File: src/rtl/screen_pkg.sv
// screen_pkg: screen geometry and command encodings for the screen write sequencer.
package screen_pkg;
   localparam int SCR_COLS = 80;
   localparam int SCR_ROWS = 24;
   localparam int ADDR_W   = 11;
   localparam int CHAR_W   = 7;
   typedef enum logic [1:0] {
      OP_PUTCHAR = 2'd0,
      OP_CLR_EOL = 2'd1,
      OP_CLR_EOS = 2'd2,
      OP_CLR_ALL = 2'd3
   } cmd_op_e;
endpackage

File: src/rtl/screen_addr_calc.sv
// screen_addr_calc: row*80+col cell address built from shifts, no multiplier.
module screen_addr_calc
   import screen_pkg::*;
(
   input  logic [4:0]        row_i,
   input  logic [6:0]        col_i,
   output logic [ADDR_W-1:0] addr_o
);
   assign addr_o = {row_i, 6'b0} + {2'b0, row_i, 4'b0} + {4'b0, col_i};
endmodule

File: src/rtl/screen_write_seq.sv
// screen_write_seq: turns terminal commands into one-cell-per-cycle screen RAM writes.
module screen_write_seq
   import screen_pkg::*;
(
   input  logic              clk,
   input  logic              reset,
   input  logic              cmd_valid,
   output logic              cmd_ready,
   input  logic [1:0]        cmd_op,
   input  logic [6:0]        cmd_x,
   input  logic [4:0]        cmd_y,
   input  logic [CHAR_W-1:0] cmd_char,
   input  logic [4:0]        topline,
   output logic [ADDR_W-1:0] mem_addr,
   output logic [CHAR_W-1:0] mem_wdata,
   output logic              mem_wren,
   output logic              busy,
   output logic              done
);
   localparam logic [0:0] ST_IDLE  = 1'b0;
   localparam logic [0:0] ST_CLEAR = 1'b1;
   localparam logic [6:0] COL_MAX  = 7'(SCR_COLS - 1);
   localparam logic [4:0] ROW_MAX  = 5'(SCR_ROWS - 1);
   logic [0:0]        state_q, state_d;
   logic [6:0]        col_q, col_d;
   logic [4:0]        row_q, row_d, stop_q, stop_d, row_nx;
   logic [CHAR_W-1:0] wdata_q, wdata_d;
   logic              put_q, put_d, bad_q, bad_d, eol_q, eol_d;
   logic              accept, in_range, last;
   screen_addr_calc u_addr (.row_i(row_q), .col_i(col_q), .addr_o(mem_addr));
   assign cmd_ready = state_q == ST_IDLE;
   assign busy      = state_q == ST_CLEAR;
   assign accept    = cmd_valid & cmd_ready;
   assign in_range  = (cmd_x <= COL_MAX) & (cmd_y <= ROW_MAX);
   assign row_nx    = row_q == ROW_MAX ? 5'd0 : row_q + 5'd1;
   // CLR_ALL reuses the end-of-screen stop rule with stop row = start row
   assign last      = busy & (col_q == COL_MAX) & (eol_q | (row_nx == stop_q));
   assign mem_wren  = put_q | busy;
   assign mem_wdata = wdata_q;
   assign done      = put_q | bad_q | last;
   always_comb begin
      state_d = state_q;
      col_d   = col_q;
      row_d   = row_q;
      stop_d  = stop_q;
      eol_d   = eol_q;
      wdata_d = wdata_q;
      put_d   = accept & (cmd_op == OP_PUTCHAR) & in_range;
      bad_d   = accept & (cmd_op != OP_CLR_ALL) & ~in_range;
      if (busy) begin
         state_d = last ? ST_IDLE : ST_CLEAR;
         col_d   = col_q == COL_MAX ? 7'd0 : col_q + 7'd1;
         row_d   = col_q == COL_MAX ? row_nx : row_q;
      end else if (accept & ((cmd_op == OP_CLR_ALL) | in_range)) begin
         state_d = cmd_op == OP_PUTCHAR ? ST_IDLE : ST_CLEAR;
         col_d   = cmd_op == OP_CLR_ALL ? 7'd0 : cmd_x;
         row_d   = cmd_op == OP_CLR_ALL ? topline : cmd_y;
         stop_d  = topline;
         eol_d   = cmd_op == OP_CLR_EOL;
         wdata_d = cmd_op == OP_PUTCHAR ? cmd_char : '0;
      end
   end
   always_ff @(posedge clk) begin
      if (reset) begin
         state_q <= ST_IDLE;
         col_q   <= '0;
         row_q   <= '0;
         stop_q  <= '0;
         eol_q   <= 1'b0;
         wdata_q <= '0;
         put_q   <= 1'b0;
         bad_q   <= 1'b0;
      end else begin
         state_q <= state_d;
         col_q   <= col_d;
         row_q   <= row_d;
         stop_q  <= stop_d;
         eol_q   <= eol_d;
         wdata_q <= wdata_d;
         put_q   <= put_d;
         bad_q   <= bad_d;
      end
   end
endmodule

File: config.mk
export PLATFORM = sky130hd
export DESIGN_NAME = screen_write_seq
export DESIGN_NICKNAME = d
export VERILOG_FILES = /design/src/rtl/screen_pkg.sv /design/src/rtl/screen_addr_calc.sv /design/src/rtl/screen_write_seq.sv
export SDC_FILE = /design/constraint.sdc
export NUM_CORES = 1
export LEC_CHECK = 0
export CAP_MARGIN = 20
export CORE_MARGIN = 2
export CORE_UTILIZATION = 43
export DETAILED_ROUTE_END_ITERATION = 10
export GPL_TIMING_DRIVEN = 0
export PLACE_DENSITY = 0.78
export SLEW_MARGIN = 30
export SYNTH_ARGS = -nofsm -noshare
export SYNTH_HDL_FRONTEND = slang
export SYNTH_SLANG_ARGS = --single-unit
File: constraint.sdc
create_clock -name clk -period 2.7 [get_ports clk]
set_input_delay 0.675 -clock clk [delete_from_list [all_inputs] [get_ports clk]]
set_output_delay 0.675 -clock clk [all_outputs]
set_load 0.01 [all_outputs]
# ---- Word level (Yosys, flattened, before mapping)
# Index checks and enable logic that the tools add are counted.
dict set report word_totals {
  inputBits 29
  ram_bits 0
  latchBits 0
  wordCells 55
  memories 0
  rom_bits 0
  regBits 28
}
dict set report classes {
  magnitude_cmp 2
  n_reduce_logical 4
  n_addsub 4
  n_eq_ne 7
  bitwise_logic 16
  n_mux 14
  div_mod_pow 0
  n_mul 0
  shifts 0
}
# cell n
set op_table {}
lappend op_table {{$mux W7} 5}
lappend op_table {{$mux W5} 5}
lappend op_table {{$add A11 B7 Y11} 1}
lappend op_table {{$add A11 B9 Y11} 1}
lappend op_table {{$and A1 B1 Y1} 9}
lappend op_table {{$add A7 B1 Y7 const B} 1}
lappend op_table {{$eq A7 B7 Y1 const B} 1}
lappend op_table {{$le A7 B7 Y1 const B} 1}
lappend op_table {{$add A5 B1 Y5 const B} 1}
lappend op_table {{$eq A5 B5 Y1} 1}
lappend op_table {{$eq A5 B5 Y1 const B} 1}
lappend op_table {{$le A5 B5 Y1 const B} 1}
lappend op_table {{$or A1 B1 Y1} 5}
lappend op_table {{$mux W1} 4}
lappend op_table {{$reduce_and A2 Y1} 2}
lappend op_table {{$eq A2 B1 Y1 const B} 1}
lappend op_table {{$eq A2 B2 Y1 const B} 1}
lappend op_table {{$logic_not A2 Y1} 1}
lappend op_table {{$ne A2 B1 Y1 const B} 1}
lappend op_table {{$ne A2 B2 Y1 const B} 1}
lappend op_table {{$not A1 Y1} 2}
lappend op_table {{$reduce_bool A2 Y1} 1}

# ---- Longest topological paths before layout
# Gate-level depths: netlist of run 1.
dict set report depth {
  word_depth 7
  ltp_mapped 9
  ltp_nobuf 9
}

# ---- Hierarchy
# A second synthesis of run 1 with hierarchy kept.
dict set report unflattened {
  hier_cells 237
  hier_area_um2 1923.1
}
# mod area_each_um2 instances cells_each seq_area_each_um2
set by_module_without_submodules {}
lappend by_module_without_submodules {screen_write_seq 1625.3 1 205 560.5}
lappend by_module_without_submodules {screen_addr_calc 297.8 1 32 0.0}

# ---- Worst setup path after synthesis of run 1
# OpenSTA, ideal clock, no wires.
dict set report synth_timing {
  path_kind {flip-flop to output port}
  from {register row_q[2]}
  to {output port mem_addr[10]}
  arrival_time_ns 2.049
  path_stages_with_launch 10
  slack_ns -0.024
  n_path_buf 0
  cell_sequence {dfxtp_1 inv_2 fa_1 inv_1 ha_1 a21o_1 a21oi_1 o21bai_1 a21oi_1 xnor2_1}
}
dict set report synth_between {
  elab_chain_cells 2
}
# item line_no
set synth_lines {}
lappend synth_lines {{start, declared} screen_write_seq.sv:26} ;# logic [4:0] row_q, row_d, stop_q, stop_d, row_nx;
lappend synth_lines {{start signal, assigned} screen_write_seq.sv:76} ;# row_q <= row_d;
lappend synth_lines {{$add A11 B9 Y11} screen_addr_calc.sv:9} ;# assign addr_o = {row_i, 6'b0} + {2'b0, row_i, 4'b0} + {4'b0, col_i};
lappend synth_lines {{$add A11 B7 Y11} screen_addr_calc.sv:9}
lappend synth_lines {{end, declared} screen_write_seq.sv:14} ;# output logic [ADDR_W-1:0] mem_addr,
# No other way between the ends.

# ---- Final worst setup path of run 1
dict set report layout_timing {
  from {register row_q[0]}
  to {output port mem_addr[10]}
}
# The elaborated chain is that of the path after synthesis.

==> summary.md, run 1 <==
| Metric | Value |
|---|---|
| CTS Buffer Depth | 2 |
| Syn-to-layout area delta | 37.5% |
| Slew headroom | between 50% and 60% |
| Critical Path AT | approximately 2300 ps |
| Remaining global-route overflow | 0 |
| Slew Viols, Final | 0 |
| Outcome | finished, violations left |
| Clk_lat worst skew | roughly 270 ps |
| Leading cell types by total area after synthesis | dfxtp_1 31%, a21oi_1 9.6%, ha_1 7.6%, nand2_1 6.4%, nand3_1 3.9% |
| Slew @ Worst Pin | around 660 ps |
| RD Place Congestion | about 0.85 |
| RSZ-0062 raised after global routing | yes |
| Synth async-reset ratio | 0% |
| Warnings from Yosys | 0 |
| Yosys top cell by area | dfxtp_1 |
| Die Y | ~69 um |
| Worst-path cell chain | inv_4 > fa_1 > inv_2 > ha_4 > a21o_1 > a21oi_2 > o21bai_1 > a21oi_2 > xnor2_1 > buf_2 |
| Worst Min Path Start | mem_wdata[2] |
| Initial core utilization | 45.1% |
| Hold Path Sink | mem_wdata[2] |
| Final instance area | 2500 um^2 |
| Total of max-cap violations | 0 |
| Die Width | 69 um |
| Reg2reg start | col_q[1] |
| Avg WL per Cell | between 10 and 15 um |
| Site Rows | 23 |
| Worst reg2reg path depth | 7 |
| Synth unique cells | 43 |
| First-pass GRT wire length | between 8000 and 9000 um |
| Worst vdd ir | 0.340 mV |
| Largest net degree at the start of global routing | 15 |
| Yosys top cell area share | a little under a third |
| RR Endpoint | col_q[6] |
| Hold slack | approximately 450 ps |
| GRT Total Usage | ~21% |
| DRT iter0 DRCs | 120 |
| H-tree level count | 1 |
| Final period util | 111% |
| Critical path type | reg -> out |
| Worst-path clk slew | around 90 ps |
| Final ANT Viol Nets | 0 |
| Antenna violations before repair | 0 |
| Most used cell, CP | a21oi_2 |
| CP startpoint | row_q[0] |
| CTS Sinks | 28 |
| Io pins | between 50 and 60 |
| Hold Path Class | reg -> reg |
| Failing checks | negative setup slack |
| Worst setup margin | -284 ps |
| Hpwl dp | about 3700 um |
| Register area share after synthesis | a little under a third |
| Post-DP Area | roughly 2300 um^2 |
| Syn nets | ~280 |
| DRC | 0 |
| CTS buffer count | 3 |
| Max incr delay on CP | approximately 540 ps |
| DR vias | roughly 1.9k |
| Highest-delay cell along the critical path | fa_1 |
| Max Clk Rate | between 300 and 400 MHz |
| CTS tree | built |
| Vias per cell | ~5.6 |
| Final #Nets | about 330 |
| Total power | between 1500 and 2000 uW |
| Share of cells above drive strength 1 | between 10% and 20% |
| Worst Path Max Fanout | 3 |
| R2r setup slk | ~810 ps |
| Worst Setup End Kind | output pin |
| Power density over the cells | between 600 and 700 nW/um^2 |
| Critical Path Start Type | flip-flop |
| Final setup fails | 4 |
| Worst Skew | roughly 3.9 ps |
| Required @ worst endpoint | 2030 ps |
| Port bufs | 46 |
| Fillers | 395 |
| Tmin final | between 2000 and 3000 ps |
| Post-synthesis register bit count | 28 |
| Total Die Area | 4760 um^2 |
| Root buf cell | clkbuf_8 |
| Core area | approximately 4000 um^2 |
| Post-Syn Instances | around 230 |
| Overall routed net length | roughly 4800 um |
| Top_reg_cell synth | dfxtp_1 |
| TritonRoute pass-1 iters | 4 |
| Worst hold stages | 2 |
| Syn Area/Cell | between 7 and 8 um^2 |
| Antenna Diode Count | 0 |
| Vias in the first global route | about 1.9k |
| Final hold violation count | 0 |
| Mapped Area | 1820 um^2 |
| EDFF count, synth | 0 |
| Pleak | between 0.001 and 0.0015 uW |
worst max path at each step:
| stage | cells past startpoint | slack [ps] | endpoint |
|---|---|---|---|
| floorplan | 9 | 20 | mem_addr[10] |
| global placement | 10 | -570 | mem_addr[10] |
| detailed placement | 10 | -630 | mem_addr[10] |
| CTS | 10 | -310 | mem_addr[10] |
| global route | 10 | -390 | mem_addr[10] |
| finish | 10 | -280 | mem_addr[10] |
sequential cells by signal, summed over array words and instances (netlist names):
| register | cells |
|---|---|
| row_q | 5 |
| col_q | 7 |
| eol_q | 1 |
| mem_wdata | 7 |
| stop_q | 5 |
| bad_q | 1 |
| put_q | 1 |
| busy | 1 |
cell usage in the layout, fill, tap and decap left out, types with 2 or more instances in the layout:
master,count
clkdlybuf4s50_1,40
nand2_1,31
a21oi_1,31
dfxtp_1,23
nand3_1,13
nor2_1,12
buf_2,12
buf_4,12
ha_1,9
o21ai_0,6
inv_1,5
xnor2_1,5
a211oi_1,5
a21o_1,4
a21oi_2,4
and3_1,4
clkbuf_1,4
xor2_1,4
mux2i_1,4
inv_2,3
o31a_1,3
a31oi_1,3
nand4_1,3
nor2b_1,3
nor3_1,3
clkbuf_8,3
dfxtp_2,3
nor3b_1,2
and2_1,2
nand2_2,2
nand2b_1,2
o22ai_1,2
a221oi_1,2
ha_4,2
dfxtp_4,2
report_power, final:
| part | internal (uW) | leakage [uW] | switching (uW) |
|---|---|---|---|
| Combinational | 359 | 0.000777 | 397 |
| Clock | 100 | 0.0000216 | 128 |
| Sequential | 466 | 0.000231 | 54.4 |
cell type report:
class	instances	area (um^2)	share of cell area, %
Buffer	16	87.6	3.51
Sequential cell	28	572	22.9
Timing Repair Buffer	55	502	20.1
Tap cell	50	62.6	2.51
Inverter	9	36.3	1.45
Multi-Input combinational cell	179	1200	47.9
Clock buffer	3	41.3	1.65
worst max-delay path: cells and delay by family (launching register included):
kind / cells / cell delay (ps)
XOR/XNOR: 1 / 120
AO/OA/AOI/OAI: 4 / 560
flip-flops: 1 / 380
adder cells (fa/ha/maj): 2 / 740
buffers and inverters: 3 / 250
metrics by stage:
stage / TNS [ps] / utilization [%] / instances / setup slack, ps
CTS: -648 / 61.6 / 338 / -309
finish: -720 / 62.0 / 340 / -284
global route: -1160 / 62.0 / 340 / -390
floorplan: 0 / - / 233 / 24.3
detailed placement: -1870 / 58.2 / 329 / -634
global placement: -1680 / 58.2 / 329 / -569
timing repair:
item	CTS	global route
buffers inserted	6	5
pin swaps	7	15
gates resized for setup	40	9
hold buffers	0	0
setup endpoints to repair	7	7
kinds of logic after synthesis:
kind of cell             Yosys count  synth area share, %
AND/OR/NAND/NOR                   82                 21.8
AO/OA/AOI/OAI                     70                 23.8
flip-flops                        28                 30.9
buffers and inverters             26                 6.75
adder cells (fa/ha/maj)           13                 9.78
XOR/XNOR                          10                 4.82
multiplexers                       4                 2.20
cells in the mapped netlist (2+ instances only):
master	instances
mux2i_1	4
nor3_1	3
dfxtp_1	28
buf_4	4
xnor2_1	6
nand2_2	2
o21ai_0	7
nand3_1	14
ha_1	11
nor2b_1	3
xor2_1	4
nand4_1	3
nor3b_1	2
a221oi_1	2
nor2_1	12
clkbuf_1	5
o22ai_1	2
o31a_1	3
fa_1	2
nand2_1	31
nand2b_1	2
buf_2	8
a211oi_1	5
a21o_1	4
a21oi_1	35
and2_1	2
a31oi_1	3
inv_1	8
and3_1	4
metal layers:
layer  GRT usage, %  vias up  part of all wire, %
li1               -      943                    -
met1           25.9      870                   42
met2           37.1       68                   50
met3           3.07        8                  6.3
met4           3.70        0                  1.2
met5              0        -                    0
Note: power is estimated with default switching activity, not from simulation.
==> run 2, diff against run 1 <==
- SLEW_MARGIN: 30 -> 40
==> results of run 2 <==
Final layout, timing and power as in run 1 (identical DEF).
==> run 3, diff against run 2 <==
- CORE_UTILIZATION: 43 -> 45
- CTS_BUF_LIST: unset -> sky130_fd_sc_hd__clkbuf_8
- PLACE_DENSITY: 0.78 -> 0.81
==> summary.md, run 3 (same netlist as run 1, synthesis figures left out) <==
| Metric | Value |
|---|---|
| Total Die Area | 4560 um^2 (-4.2%) |
| Worst-path clk slew | 100 ps (about the same) |
| P_int | 1060 uW (+14%) |
| DRT iter0 DRCs | 134 (+12%) |
| Switch Pwr | 596 uW (+2.9%) |
| Hold slack | 460 ps (+5.81 ps) |
| DR vias | 1943 (+2.9%) |
| DRC | 0 (unchanged) |
| Hold Path Class | reg -> reg |
| RD Place Congestion | 0.874 (+2.6%) |
| CTS Sinks | 28 (unchanged) |
| Io pins | 51 (unchanged) |
| Placed insts | 329 (unchanged) |
| TritonRoute pass-1 iters | 4 (unchanged) |
| Clk_lat worst skew | 280 ps (about the same) |
| Die Y | 67.5 um (-2.1%) |
| Reg2reg start | row_q[0] |
| Overall routed net length | 4860 um (+0.75%) |
| Die Width | 67.5 um (-2.1%) |
| Clock Power Share | 20.4% (+5.2 points) |
| Pleak | 0.00107 uW (+3.9%) |
| Remaining global-route overflow | 0 (unchanged) |
| RSZ-0062 raised after global routing | yes |
| Most frequent cells in the layout | 40 x clkdlybuf4s50_1, 32 x a21oi_1, 31 x nand2_1 |
| Share of cells above drive strength 1 | 19.9% (+1.7 points) |
| Critical Path AT | 2340 ps (+30 ps) |
| First-pass GRT wire length | 7950 um (-4.6%) |
| Failing checks | negative setup slack |
| Final setup fails | 6 (+2) |
| Site Rows | 23 (unchanged) |
| Number of hold buffers added after CTS | 0 (unchanged) |
| Slew headroom | 54.5% (-1.3 points) |
| Required @ worst endpoint | 2030 ps (about the same) |
| Syn-to-layout area delta | 41.3% |
| Final ANT Viol Nets | 0 (unchanged) |
| Final period util | 112% (+1.2 points) |
| Sequential share of power | 31.6% (-3.0 points) |
| Worst Setup End Kind | output pin |
| Avg WL per Cell | 14.1 um (-1.0%) |
| Vias in the first global route | 1829 (-1.4%) |
| Antenna Diode Count | 0 (unchanged) |
| Worst vdd ir | 0.443 mV (+30%) |
| Outcome | finished, violations left |
| Total of max-cap violations | 0 (unchanged) |
| Antenna violations before repair | 0 (unchanged) |
| Switching share of power | 36.1% (-2.4 points) |
| Root buf cell | clkbuf_8 |
| Fillers | 344 (-13%) |
| Initial core utilization | 46.1% (+0.99 points) |
| Power density over the cells | 644 nW/um^2 (+6.9%) |
| Worst Path Max Fanout | 4 (+1) |
| Slew Viols, Final | 0 (unchanged) |
| Port bufs | 46 (unchanged) |
| H-tree level count | 1 (unchanged) |
| Hpwl dp | 3480 um (-5.1%) |
| Slew @ Worst Pin | 683 ps (+18.8 ps) |
| Critical path type | reg -> out |
| Worst Skew | 9.74 ps (+5.83 ps) |
| CTS buffer count | 3 (unchanged) |
| Core area | 3940 um^2 (-2.1%) |
| Combinational Power Share | 48.0% (-2.2 points) |
| Tmin final | 3020 ps (+32.0 ps) |
| Critical Path Start Type | flip-flop |
| Final #Nets | 339 (+1.5%) |
| Vias per cell | 5.62 (+1.1%) |
| Post-Layout Cell Count | 346 (+1.8%) |
| CTS Buffer Depth | 2 (unchanged) |
| Worst Min Path Start | mem_wdata[4] |
| CTS tree | built |
| CP startpoint | row_q[0] |
| Final hold violation count | 0 (unchanged) |
| Most common cell after layout, fill and taps aside | clkdlybuf4s50_1 |
| Max Clk Rate | 332 MHz (-1.1%) |
| GRT Total Usage | 22.5% (+2.0 points) |
| Worst setup margin | -316 ps (-32.0 ps) |
| Largest net degree at the start of global routing | 17 (+2) |
[run 3: per-layer routing]
| layer | routed length, um | GRT usage, % |
|---|---|---|
| met5 | 0 | 0 |
| met2 | 2420 | 41.2 |
| met4 | 86 | 7.40 |
| met1 | 2080 | 26.6 |
| met3 | 283 | 3.17 |
[run 3: final timing paths]
check / slack, ps / end / cells past startpoint
worst max-delay path: -320 / mem_addr[9] / 10
worst min-delay path: 460 / mem_wdata[4] / 2
worst max register to register: 750 / busy / 7
worst min register to register: 460 / mem_wdata[4] / 2
[run 3: repair_timing]
action / in CTS / in global routing
pin swaps: 7 / 10
resized for setup: 40 / 9
cloned: 0 / 0
endpoints found under the setup margin: 7 / 7
setup buffers: 10 / 4
[run 3: final cells by class]
cell class | instances | area, um^2 | share of cell area (%)
Buffer | 16 | 85.1 | 3.32
Sequential cell | 28 | 573 | 22.3
Clock buffer | 3 | 41.3 | 1.61
Inverter | 9 | 36.3 | 1.41
Multi-Input combinational cell | 179 | 1190 | 46.5
Timing Repair Buffer | 60 | 546 | 21.3
Tap cell | 50 | 62.6 | 2.44
Clock inverter | 1 | 30.0 | 1.17
[run 3: critical path: stages (launching register included)]
cell	delay (ps)
dfxtp_4	390
inv_4	40
fa_1	510
inv_2	60
buf_4	130
fa_2	380
a21oi_2	150
nor2_1	50
nor2_1	100
xnor2_1	120
buf_2	140
[run 3: power groups by stage]
stage                     Combinational [uW]  Sequential [uW]  Clock, uW
after global routing                     880              529        352
after global placement                   695              523          0
final                                    793              522        337
after CTS                                751              520        338
after floorplan                          446              518          0
after detailed placement                 704              527          0
[run 3: stage by stage]
step	instance area, um^2	total power [uW]	utilization, %	TNS [ps]	setup slack (ps)
2_1_floorplan	1820	963	-	0	24.3
3_3_place_gp	2340	1220	59.5	-1730	-591
3_5_place_dp	2340	1230	59.5	-1890	-624
4_1_cts	2530	1610	64.2	-659	-313
5_1_grt	2570	1760	65.1	-1540	-455
6_report	2570	1650	65.1	-960	-316
